**src/rtl/pipe_ctrl_pkg.sv**
```systemverilog
// Purpose: shared state encoding and default constants for the pipeline hazard controller.
// Latency: n/a (declarations only).
// Backpressure: n/a.
package pipe_ctrl_pkg;

  // Architectural zero register; never a real data dependency.
  localparam int XZR_IDX          = 31;
  localparam int MAX_WAIT_DEF     = 15;
  localparam int DRAIN_CYCLES_DEF = 3;

  // Controller state encoding, kept as plain constants so older blocks can share it.
  typedef logic [1:0] pipe_state_t;
  localparam logic [1:0] ST_RUN      = 2'd0;
  localparam logic [1:0] ST_MEM_WAIT = 2'd1;
  localparam logic [1:0] ST_DRAIN    = 2'd2;
  localparam logic [1:0] ST_HALTED   = 2'd3;

endpackage

```
**src/rtl/hazard_detect.sv**
```systemverilog
// Purpose: combinational load-use and flag-dependency compare between the ID and EX stages.
// Latency: zero cycles (pure combinational).
// Backpressure: none; consumers decide how to stall. Macro PIPE_FLAG_FWD_EN turns flag hazards into forwarding.
module hazard_detect import pipe_ctrl_pkg::*; #(
  parameter int REG_W = 5
) (
  input  logic [REG_W-1:0] id_rn,
  input  logic [REG_W-1:0] id_rm,
  input  logic             id_use_rn,
  input  logic             id_use_rm,
  input  logic             id_is_bcond,
  input  logic             ex_mem_read,
  input  logic [REG_W-1:0] ex_rd,
  input  logic             ex_sets_flags,
  output logic             lu_haz,
  output logic             fl_haz,
  output logic             flag_fwd
);

  logic flag_dep;

  // A load in EX feeding a register read in ID; XZR writes are discarded so never conflict.
  always_comb begin
    lu_haz = ex_mem_read && (ex_rd != REG_W'(XZR_IDX)) &&
             ((id_use_rn && (id_rn == ex_rd)) || (id_use_rm && (id_rm == ex_rd)));
  end

  // B.cond in ID needs the flags being produced by EX: either forward them or bubble.
  always_comb begin
    flag_dep = id_is_bcond & ex_sets_flags;
`ifdef PIPE_FLAG_FWD_EN
    fl_haz   = 1'b0;
    flag_fwd = flag_dep;
`else
    fl_haz   = flag_dep;
    flag_fwd = 1'b0;
`endif
  end

endmodule

```
**src/rtl/pipe_hazard_ctrl.sv**
```systemverilog
// Purpose: stall/flush/freeze controller for the 5-stage core (PC, IF/ID..MEM/WB banks, NZVC flags).
// Latency: Mealy outputs, zero-cycle from inputs; state and counters update on posedge clk.
// Backpressure: mem_busy freezes every bank; hazards insert one bubble. Macro PIPE_FLAG_FWD_EN enables flag forwarding.
module pipe_hazard_ctrl import pipe_ctrl_pkg::*; #(
  parameter int REG_W        = 5,
  parameter int MAX_WAIT     = MAX_WAIT_DEF,
  parameter int DRAIN_CYCLES = DRAIN_CYCLES_DEF,
  parameter int CNT_W        = 32
) (
  input  logic             clk,
  input  logic             reset,
  input  logic [REG_W-1:0] id_rn,
  input  logic [REG_W-1:0] id_rm,
  input  logic             id_use_rn,
  input  logic             id_use_rm,
  input  logic             id_is_bcond,
  input  logic             ex_mem_read,
  input  logic [REG_W-1:0] ex_rd,
  input  logic             ex_sets_flags,
  input  logic             ex_branch_taken,
  input  logic             mem_busy,
  input  logic             halt_req,
  output logic             pc_en,
  output logic             ifid_en,
  output logic             idex_en,
  output logic             exmem_en,
  output logic             memwb_en,
  output logic             ifid_clr,
  output logic             idex_clr,
  output logic             flag_en,
  output logic             flag_fwd,
  output logic             halted,
  output logic             mem_timeout,
  output logic [CNT_W-1:0] stall_cycles
);

  localparam int WAIT_W  = $clog2(MAX_WAIT + 1);
  localparam int DRAIN_W = $clog2(DRAIN_CYCLES + 1);

  pipe_state_t        state, ret_state, eff_state, nxt_state, nxt_ret;
  logic [WAIT_W-1:0]  wait_cnt;
  logic [DRAIN_W-1:0] drain_cnt;
  logic               lu_haz, fl_haz;
  logic               freeze, drain_ld, drain_dec;

  hazard_detect #(.REG_W(REG_W)) u_hazard_detect (
    .id_rn         (id_rn),
    .id_rm         (id_rm),
    .id_use_rn     (id_use_rn),
    .id_use_rm     (id_use_rm),
    .id_is_bcond   (id_is_bcond),
    .ex_mem_read   (ex_mem_read),
    .ex_rd         (ex_rd),
    .ex_sets_flags (ex_sets_flags),
    .lu_haz        (lu_haz),
    .fl_haz        (fl_haz),
    .flag_fwd      (flag_fwd)
  );

  // The cycle mem_busy drops already behaves as the state we froze from, so the freeze costs exactly the busy cycles.
  always_comb begin
    eff_state = ((state == ST_MEM_WAIT) && !mem_busy) ? ret_state : state;
  end

  // Output decode and next-state selection, highest priority first.
  always_comb begin
    pc_en     = 1'b1;
    ifid_en   = 1'b1;
    idex_en   = 1'b1;
    exmem_en  = 1'b1;
    memwb_en  = 1'b1;
    ifid_clr  = 1'b0;
    idex_clr  = 1'b0;
    nxt_state = eff_state;
    nxt_ret   = ret_state;
    freeze    = 1'b0;
    drain_ld  = 1'b0;
    drain_dec = 1'b0;
    if (reset) begin
      ifid_clr  = 1'b1;
      idex_clr  = 1'b1;
      nxt_state = ST_RUN;
      nxt_ret   = ST_RUN;
    end else begin
      case (eff_state)
        ST_RUN: begin
          if (mem_busy) begin
            {pc_en, ifid_en, idex_en, exmem_en, memwb_en} = 5'b0;
            freeze    = 1'b1;
            nxt_state = ST_MEM_WAIT;
            nxt_ret   = ST_RUN;
          end else if (ex_branch_taken) begin
            // Instruction in ID is squashed, so its hazards are moot.
            ifid_clr = 1'b1;
            idex_clr = 1'b1;
          end else if (lu_haz || fl_haz) begin
            pc_en    = 1'b0;
            ifid_en  = 1'b0;
            idex_clr = 1'b1;
          end else if (halt_req) begin
            ifid_clr  = 1'b1;
            drain_ld  = 1'b1;
            nxt_state = ST_DRAIN;
          end
        end
        ST_MEM_WAIT: begin
          // Only reached here while mem_busy is still high.
          {pc_en, ifid_en, idex_en, exmem_en, memwb_en} = 5'b0;
          freeze = 1'b1;
        end
        ST_DRAIN: begin
          if (mem_busy) begin
            {pc_en, ifid_en, idex_en, exmem_en, memwb_en} = 5'b0;
            freeze    = 1'b1;
            nxt_state = ST_MEM_WAIT;
            nxt_ret   = ST_DRAIN;
          end else begin
            pc_en    = 1'b0;
            ifid_clr = 1'b1;
            if (drain_cnt == '0) nxt_state = ST_HALTED;
            else                 drain_dec = 1'b1;
          end
        end
        default: begin
          {pc_en, ifid_en, idex_en, exmem_en, memwb_en} = 5'b0;
        end
      endcase
    end
  end

  // Flags only commit when the EX instruction actually advances into MEM.
  always_comb begin
    flag_en = ex_sets_flags & exmem_en & ~reset;
    halted  = (state == ST_HALTED) & ~reset;
  end

  // State, return state, wait/drain counters, sticky timeout and stall statistics.
  always_ff @(posedge clk) begin
    if (reset) begin
      state        <= ST_RUN;
      ret_state    <= ST_RUN;
      wait_cnt     <= '0;
      drain_cnt    <= '0;
      mem_timeout  <= 1'b0;
      stall_cycles <= '0;
    end else begin
      state     <= nxt_state;
      ret_state <= nxt_ret;
      // Every frozen cycle counts toward the timeout, including the one that enters the wait.
      if (freeze) begin
        if (wait_cnt != WAIT_W'(MAX_WAIT)) wait_cnt <= wait_cnt + 1'b1;
        if (wait_cnt >= WAIT_W'(MAX_WAIT - 1)) mem_timeout <= 1'b1;
      end else begin
        wait_cnt <= '0;
      end
      if (drain_ld)       drain_cnt <= DRAIN_W'(DRAIN_CYCLES - 1);
      else if (drain_dec) drain_cnt <= drain_cnt - 1'b1;
      if (!pc_en && (state != ST_HALTED) && (stall_cycles != '1))
        stall_cycles <= stall_cycles + 1'b1;
    end
  end

endmodule
```
**config.mk**
```make
export PLATFORM = sky130hd
export DESIGN_NAME = pipe_hazard_ctrl
export DESIGN_NICKNAME = d
export VERILOG_FILES = /design/src/rtl/pipe_ctrl_pkg.sv /design/src/rtl/hazard_detect.sv /design/src/rtl/pipe_hazard_ctrl.sv
export SDC_FILE = /design/constraint.sdc
export NUM_CORES = 1
export LEC_CHECK = 0
export CORE_MARGIN = 4
export CORE_UTILIZATION = 30
export DETAILED_ROUTE_END_ITERATION = 16
export PLACE_DENSITY = 0.64
export SYNTH_ARGS = -nofsm -noshare
export SYNTH_HDL_FRONTEND = slang
export SYNTH_SLANG_ARGS = --single-unit
```
**constraint.sdc**
```tcl
create_clock -name clk -period 4.1 [get_ports clk]
set_clock_uncertainty 0.2 [all_clocks]
set_input_delay 0.41 -clock clk [delete_from_list [all_inputs] [get_ports clk]]
set_output_delay 0.41 -clock clk [all_outputs]
set_load 0.01 [all_outputs]
```
==> results of run 1 <==
through the flow:
stage / hold WS [ns] / utilization / power (W) / instance area, um2 / setup WS, ns
floorplan: 0.284 / - / 0.000488 / 2470 / 1.84
global placement: 0.260 / 0.405 / 0.000539 / 3190 / 0.950
detailed placement: 0.261 / 0.405 / 0.000541 / 3190 / 0.942
CTS: 0.280 / 0.415 / 0.000794 / 3270 / 0.928
global route: 0.311 / 0.415 / 0.000817 / 3270 / 0.733
finish: 0.270 / 0.415 / 0.000787 / 3270 / 0.936
cells in the mapped netlist, types with 5 or more instances:
master / instances
or4_1: 17
nand2_1: 24
dfxtp_1: 42
a21oi_1: 27
clkbuf_1: 9
inv_1: 7
nor3_1: 7
or3_1: 5
o21ai_0: 9
and3_1: 7
nand4_1: 10
xnor2_1: 11
o31ai_1: 18
nor2_1: 18
nand3_1: 23
buf_2: 6
flip-flops by register name, indices dropped and copies added, names as in the netlist:
signal        count
stall_cycles     32
wait_cnt          4
drain_cnt         2
state             2
mem_timeout       1
ret_state         1
worst max-delay path, stage by stage:
cell             delay (ns)
clkdlybuf4s50_1        0.53
xnor2_1                0.15
nand4_1                0.10
o22ai_1                0.34
a22oi_1                0.23
o21ai_0                0.22
nand2_1                0.08
clkdlybuf4s50_1        0.50
kinds of logic (layout without fill, tap and decap cells):
logic type	Yosys count	count (layout)	share of synthesized area
AOI/OAI and AO/OA	78	78	0.205
and+or+nand+nor	138	138	0.320
xor gates and xnor gates	11	11	0.0390
muxes	5	5	0.0223
other	1	1	0.00152
buffers and inverters	28	83	0.0516
DFF	42	42	0.340
adders and majority gates	4	4	0.0202
power by group through the flow:
stage / clock, W / sequential (W) / combinational (W)
after detailed placement: 0 / 0.000430 / 0.000111
after floorplan: 0 / 0.000430 / 0.0000580
final: 0.000256 / 0.000420 / 0.000111
after global placement: 0 / 0.000430 / 0.000110
after global routing: 0.000273 / 0.000422 / 0.000122
after CTS: 0.000262 / 0.000420 / 0.000112
how the worst min path moves through the flow:
stage                    to    startpoint  cells after the start  slack (ns)
2_1_floorplan  ret_state[1]  ret_state[1]                      2        0.28
3_3_place_gp    mem_timeout   mem_timeout                      2        0.26
3_5_place_dp    mem_timeout   mem_timeout                      2        0.26
4_1_cts         mem_timeout   mem_timeout                      2        0.28
5_1_grt         mem_timeout   mem_timeout                      2        0.31
6_report        mem_timeout   mem_timeout                      2        0.27
routing by layer:
layer / routed length, um / share of wire
met1: 2940 / 0.46
met2: 2920 / 0.46
met3: 476 / 0.074
met4: 66 / 0.010
met5: 0 / 0
area by class of cell:
class,count,area (um2),area share
Multi-Input combinational cell,237,1520,0.463
Sequential cell,42,841,0.257
Timing Repair Buffer,69,683,0.209
Tap cell,102,128,0.0390
Clock buffer,5,68.8,0.0210
Inverter,7,26.3,0.00803
Clock inverter,2,10.0,0.00306
==> results.md, run 1 <==
- Outcome: finished clean
- Wirelength, routed: 6410 um
- #FFs+latches synth: 42
- Most frequent cells in the layout: 66 x clkdlybuf4s50_1, 42 x dfxtp_1, 26 x a21oi_1
- Final Max Tran Viols: 0
- Crit end category: output port
- Maximum fanout along the worst path: 6
- Total of max-cap violations: 0
- Maximum vdd drop: 0.111 mV
- Met3 usage: 0.0432
- # resized after CTS: 0
- Synth cell types: 48
- First DRT Iteration DRCs: 105
- Mapped Nets: 336
- Hold buffer count at CTS: 0
- CTS tree: yes
- Synth async-reset ratio: 0
- Gpl congestion: 0.758
- Yosys top cell by area: dfxtp_1
- Post-Syn Area per Cell: 8.05 um2
- Flop-to-flop setup slack: 1.29 ns
- Clock sinks: 42
- Clk root buf: clkbuf_8
- Crit path capture: ifid_en
- Syn. warnings: 0
- R2R depth: 8
- P per Cell Area: 241 mW/mm2
- Static leakage: 1.05 nW
- Combinational Power Share: 0.141
- Largest net degree at the start of global routing: 38
- Layout area overhead: 32.3%
- Post-synthesis sequential area ratio: 0.340
- CP Data Required Time: 3.49 ns
- Synth Cell Area: 0.00247 mm2
- Row cnt: 32
- Top_reg_cell synth: dfxtp_1
- # IOs: 68
- Antenna violations before repair: 0
- Drt first pass iters: 4
- Final setup TNS: 0 ns
- Crit path time final: 3.16 ns
- GR Layer Usage met1: 0.166
- Peak Freq: 316 MHz
- Met2 global-route usage: 0.218
- Clock Path Buffers: 2
- Vias in the first global route: 2447
- Net count, final: 391
- Placeable Area: 0.00789 mm2
- Clk_lat worst skew: 0.29 ns
- Reg2reg start: stall_cycles[0]
- GRT busiest layer: met2
- Total die area: 0.00976 mm2
- Switching power: 0.000204 W
- Diodes inserted: 0
- GRT Util Overall: 0.133
- DR vias/cell: 5.42
- Post-synth EDFFs: 0
- Critical path type: in -> out
- Reg clk slew, reported paths: 0.08 ns
- Worst setup SP type: input port
- # port buffers: 66
- Post-synthesis cell count: 307
- Clk pwr share: 0.325
- RSZ-0062 raised after global routing: false
- Final hold vios: 0
- RR Endpoint: stall_cycles[26]
- Commonest non-fill, non-tap cell in the layout: clkdlybuf4s50_1
- Int Power: 0.000583 W
- Placed cells: 457
- Synth area leaders: dfxtp_1 34%, a21oi_1 5.5%, o31ai_1 5.5%
- Setup bufs post-CTS: 0
- Die W: 98.8 um
- Initial Utilization: 0.313
- Die height: 98.8 um
- Finish-stage setup viols: 0
- DR DRC count: 0
- Routed via count: 2516
- Arrival time worst endpoint: 2.55 ns
- H-tree Lvls: 2
- Layout Cells excl Fill: 464
- Flop pwr share: 0.534
- First-pass GRT wire length: 11000 um
- TritonCTS buffer count: 5
- Worst Setup SP: ex_rd[2]
- DRT antenna net count: 0
- Fraction of layout instances using a drive strength above 1: 0.0580
- Post-synth top area share: 0.340
- Switch share: 0.259
- Hold crit path type: reg -> reg
- HPWL Detailed: 4690 um
- Remaining Overflow, GRT: 0
- Worst slew margin: 0.565
- Fin crit share: 0.772
- WL per Instance: 13.8 um
- Fill cells: 800
- Actual slew at the worst max-slew pin: 0.652 ns
No activity file was read; power rests on OpenSTA's default activity.
==> inputs of run 2 (changes only) <==
--- a/config.mk
+++ b/config.mk
@@ -8,7 +8,7 @@
 export CORE_MARGIN = 4
 export CORE_UTILIZATION = 30
 export DETAILED_ROUTE_END_ITERATION = 16
-export PLACE_DENSITY = 0.64
+export PLACE_DENSITY = 0.66
 export SYNTH_ARGS = -nofsm -noshare
 export SYNTH_HDL_FRONTEND = slang
 export SYNTH_SLANG_ARGS = --single-unit
==> constraint.sdc (replaced) <==
create_clock -name clk -period 2.6 [get_ports clk]
set_clock_uncertainty 0.2 [all_clocks]
set_input_delay 0.26 -clock clk [delete_from_list [all_inputs] [get_ports clk]]
set_output_delay 0.26 -clock clk [all_outputs]
set_load 0.01 [all_outputs]
==> run 2 against run 1 <==
  * Register-to-register slack lost 1.0 ns
  * Worst hold slack gained 0.0088 ns
  * Routed wire length grew 2.4%
  * Sequential cell count is the same
  * Sequential share of layout area shrank 1.5 points
  * Cell area grew 6.2%
  * Critical endpoint is now ifid_clr
  * Largest cell class unchanged
==> results.md, run 2 (same netlist as run 1, synthesis figures left out) <==
- Outcome: finished clean
- TritonCTS buffer count: 5
- HPWL Detailed: 4940 um
- Wirelength, routed: 6570 um
- First-pass GRT wire length: 10900 um
- Crit path time final: 2.50 ns
- Final Max Tran Viols: 0
- RSZ-0062 raised after global routing: false
- Placeable Area: 0.00789 mm2
- Row cnt: 32
- WL per Instance: 13.6 um
- Most frequent cells in the layout: 58 x clkdlybuf4s50_1, 42 x dfxtp_1, 26 x a21oi_1
- Die W: 98.8 um
- GRT Util Overall: 0.132
- DP Worst Slack: -0.134 ns
- Static leakage: 1.20 nW
- Layout Cells excl Fill: 482
- Final worst slack: 0.103 ns
- Maximum vdd drop: 0.216 mV
- Net count, final: 408
- DRT antenna net count: 0
- Total die area: 0.00976 mm2
- H-tree Lvls: 2
- # port buffers: 66
- Fraction of layout instances using a drive strength above 1: 0.108
- Largest net degree at the start of global routing: 38
- Commonest non-fill, non-tap cell in the layout: clkdlybuf4s50_1
- Critical path type: in -> out
- Power consumption: 0.00135 W
- Die height: 98.8 um
- First DRT Iteration DRCs: 131
- Finish-stage setup viols: 0
- CTS tree: yes
- Antenna violations before repair: 0
- Remaining Overflow, GRT: 0
- Routed via count: 2568
- Total of max-cap violations: 0
- Peak Freq: 400 MHz
- P per Cell Area: 390 mW/mm2
- Hold buffer count at CTS: 0
- Arrival time worst endpoint: 2.04 ns
- Biggest regs: stall_cycles (32), wait_cnt (4)
- Clk root buf: clkbuf_8
- # IOs: 68
- Diodes inserted: 0
- Fin crit share: 0.961
- Vias in the first global route: 2465
- Fill cells: 780
- CP Data Required Time: 2.14 ns
- DR vias/cell: 5.33
- Maximum fanout along the worst path: 5
- Initial Utilization: 0.313
- Max reg flops: 32
- Setup bufs post-CTS: 0
- Worst setup SP type: input port
- Gpl congestion: 0.836
- Placed cells: 474
- Drt first pass iters: 4
- Crit end category: output port
- DR DRC count: 0
- Clock Path Buffers: 2
- Hold crit path type: reg -> reg
- Final hold vios: 0
- Top reg by flops: stall_cycles
- Clock sinks: 42
- Clk_lat worst skew: 0.29 ns
- Layout area overhead: 40.5%
- Reg clk slew, reported paths: 0.08 ns
-- run 2: changes by cell type in the layout (fill, tap and decap cells not counted), moves of 3 or more --
| cell | delta |
|---|---|
| clkbuf_8 | +3 |
| buf_4 | +15 |
| clkdlybuf4s50_1 | -8 |
| dlymetal6s2s_1 | +5 |
| dlygate4sd2_1 | +3 |
-- run 2: worst paths after layout --
path,startpoint,to,slack [ns],depth (start not counted)
worst max-delay path,id_rm[4],ifid_clr,0.10,9
worst min-delay path,mem_timeout,mem_timeout,0.28,2
worst max register to register,stall_cycles[0],stall_cycles[14],0.27,8
worst min register to register,mem_timeout,mem_timeout,0.28,2
-- run 2: routing by layer --
metal / vias up / share of wire / track usage
li1: 1310 / - / -
met1: 1184 / 0.46 / 0.158
met2: 72 / 0.47 / 0.229
met3: 2 / 0.064 / 0.0382
met4: 0 / 0.0067 / 0.0378
met5: - / 0 / 0
-- run 2: worst max-delay path, cell delays in order --
cell             delay, ns
clkdlybuf4s50_1       0.47
xnor2_1               0.13
nand4_1               0.14
o22ai_2               0.20
a22oi_1               0.08
buf_4                 0.15
nand3_1               0.07
nand2_1               0.05
clkdlybuf4s50_1       0.47
-- run 2: area by class of cell --
cell class              count  area, um2  share of cell area
repair buffers             86        845               0.243
well taps                 102        128              0.0367
flip-flops and latches     42        841               0.242
multi-input cells         237       1530               0.439
clock buffers               8        110              0.0317
inverters                   7       26.3             0.00756
-- run 2: through the flow --
stage	area, um2	hold WS [ns]	setup TNS [ns]	util
floorplan	2470	0.231	0	-
global placement	3350	0.259	-1.28	0.424
detailed placement	3350	0.265	-1.80	0.424
CTS	3460	0.284	0	0.438
global route	3470	0.320	0	0.441
finish	3470	0.279	0	0.441
-- run 2: report_power, final --
part,total [W],internal [W],switching [W]
Combinational,0.000198,0.000104,0.0000934
Clock,0.000494,0.000268,0.000225
Sequential,0.000664,0.000651,0.0000121
-- run 2: timing repair --
| item | CTS | global route |
|---|---|---|
| gates resized for setup | 5 | 6 |
| setup endpoints to repair | 4 | 2 |
| pin swaps | 0 | 1 |
| endpoints found under the hold margin | 0 | 0 |
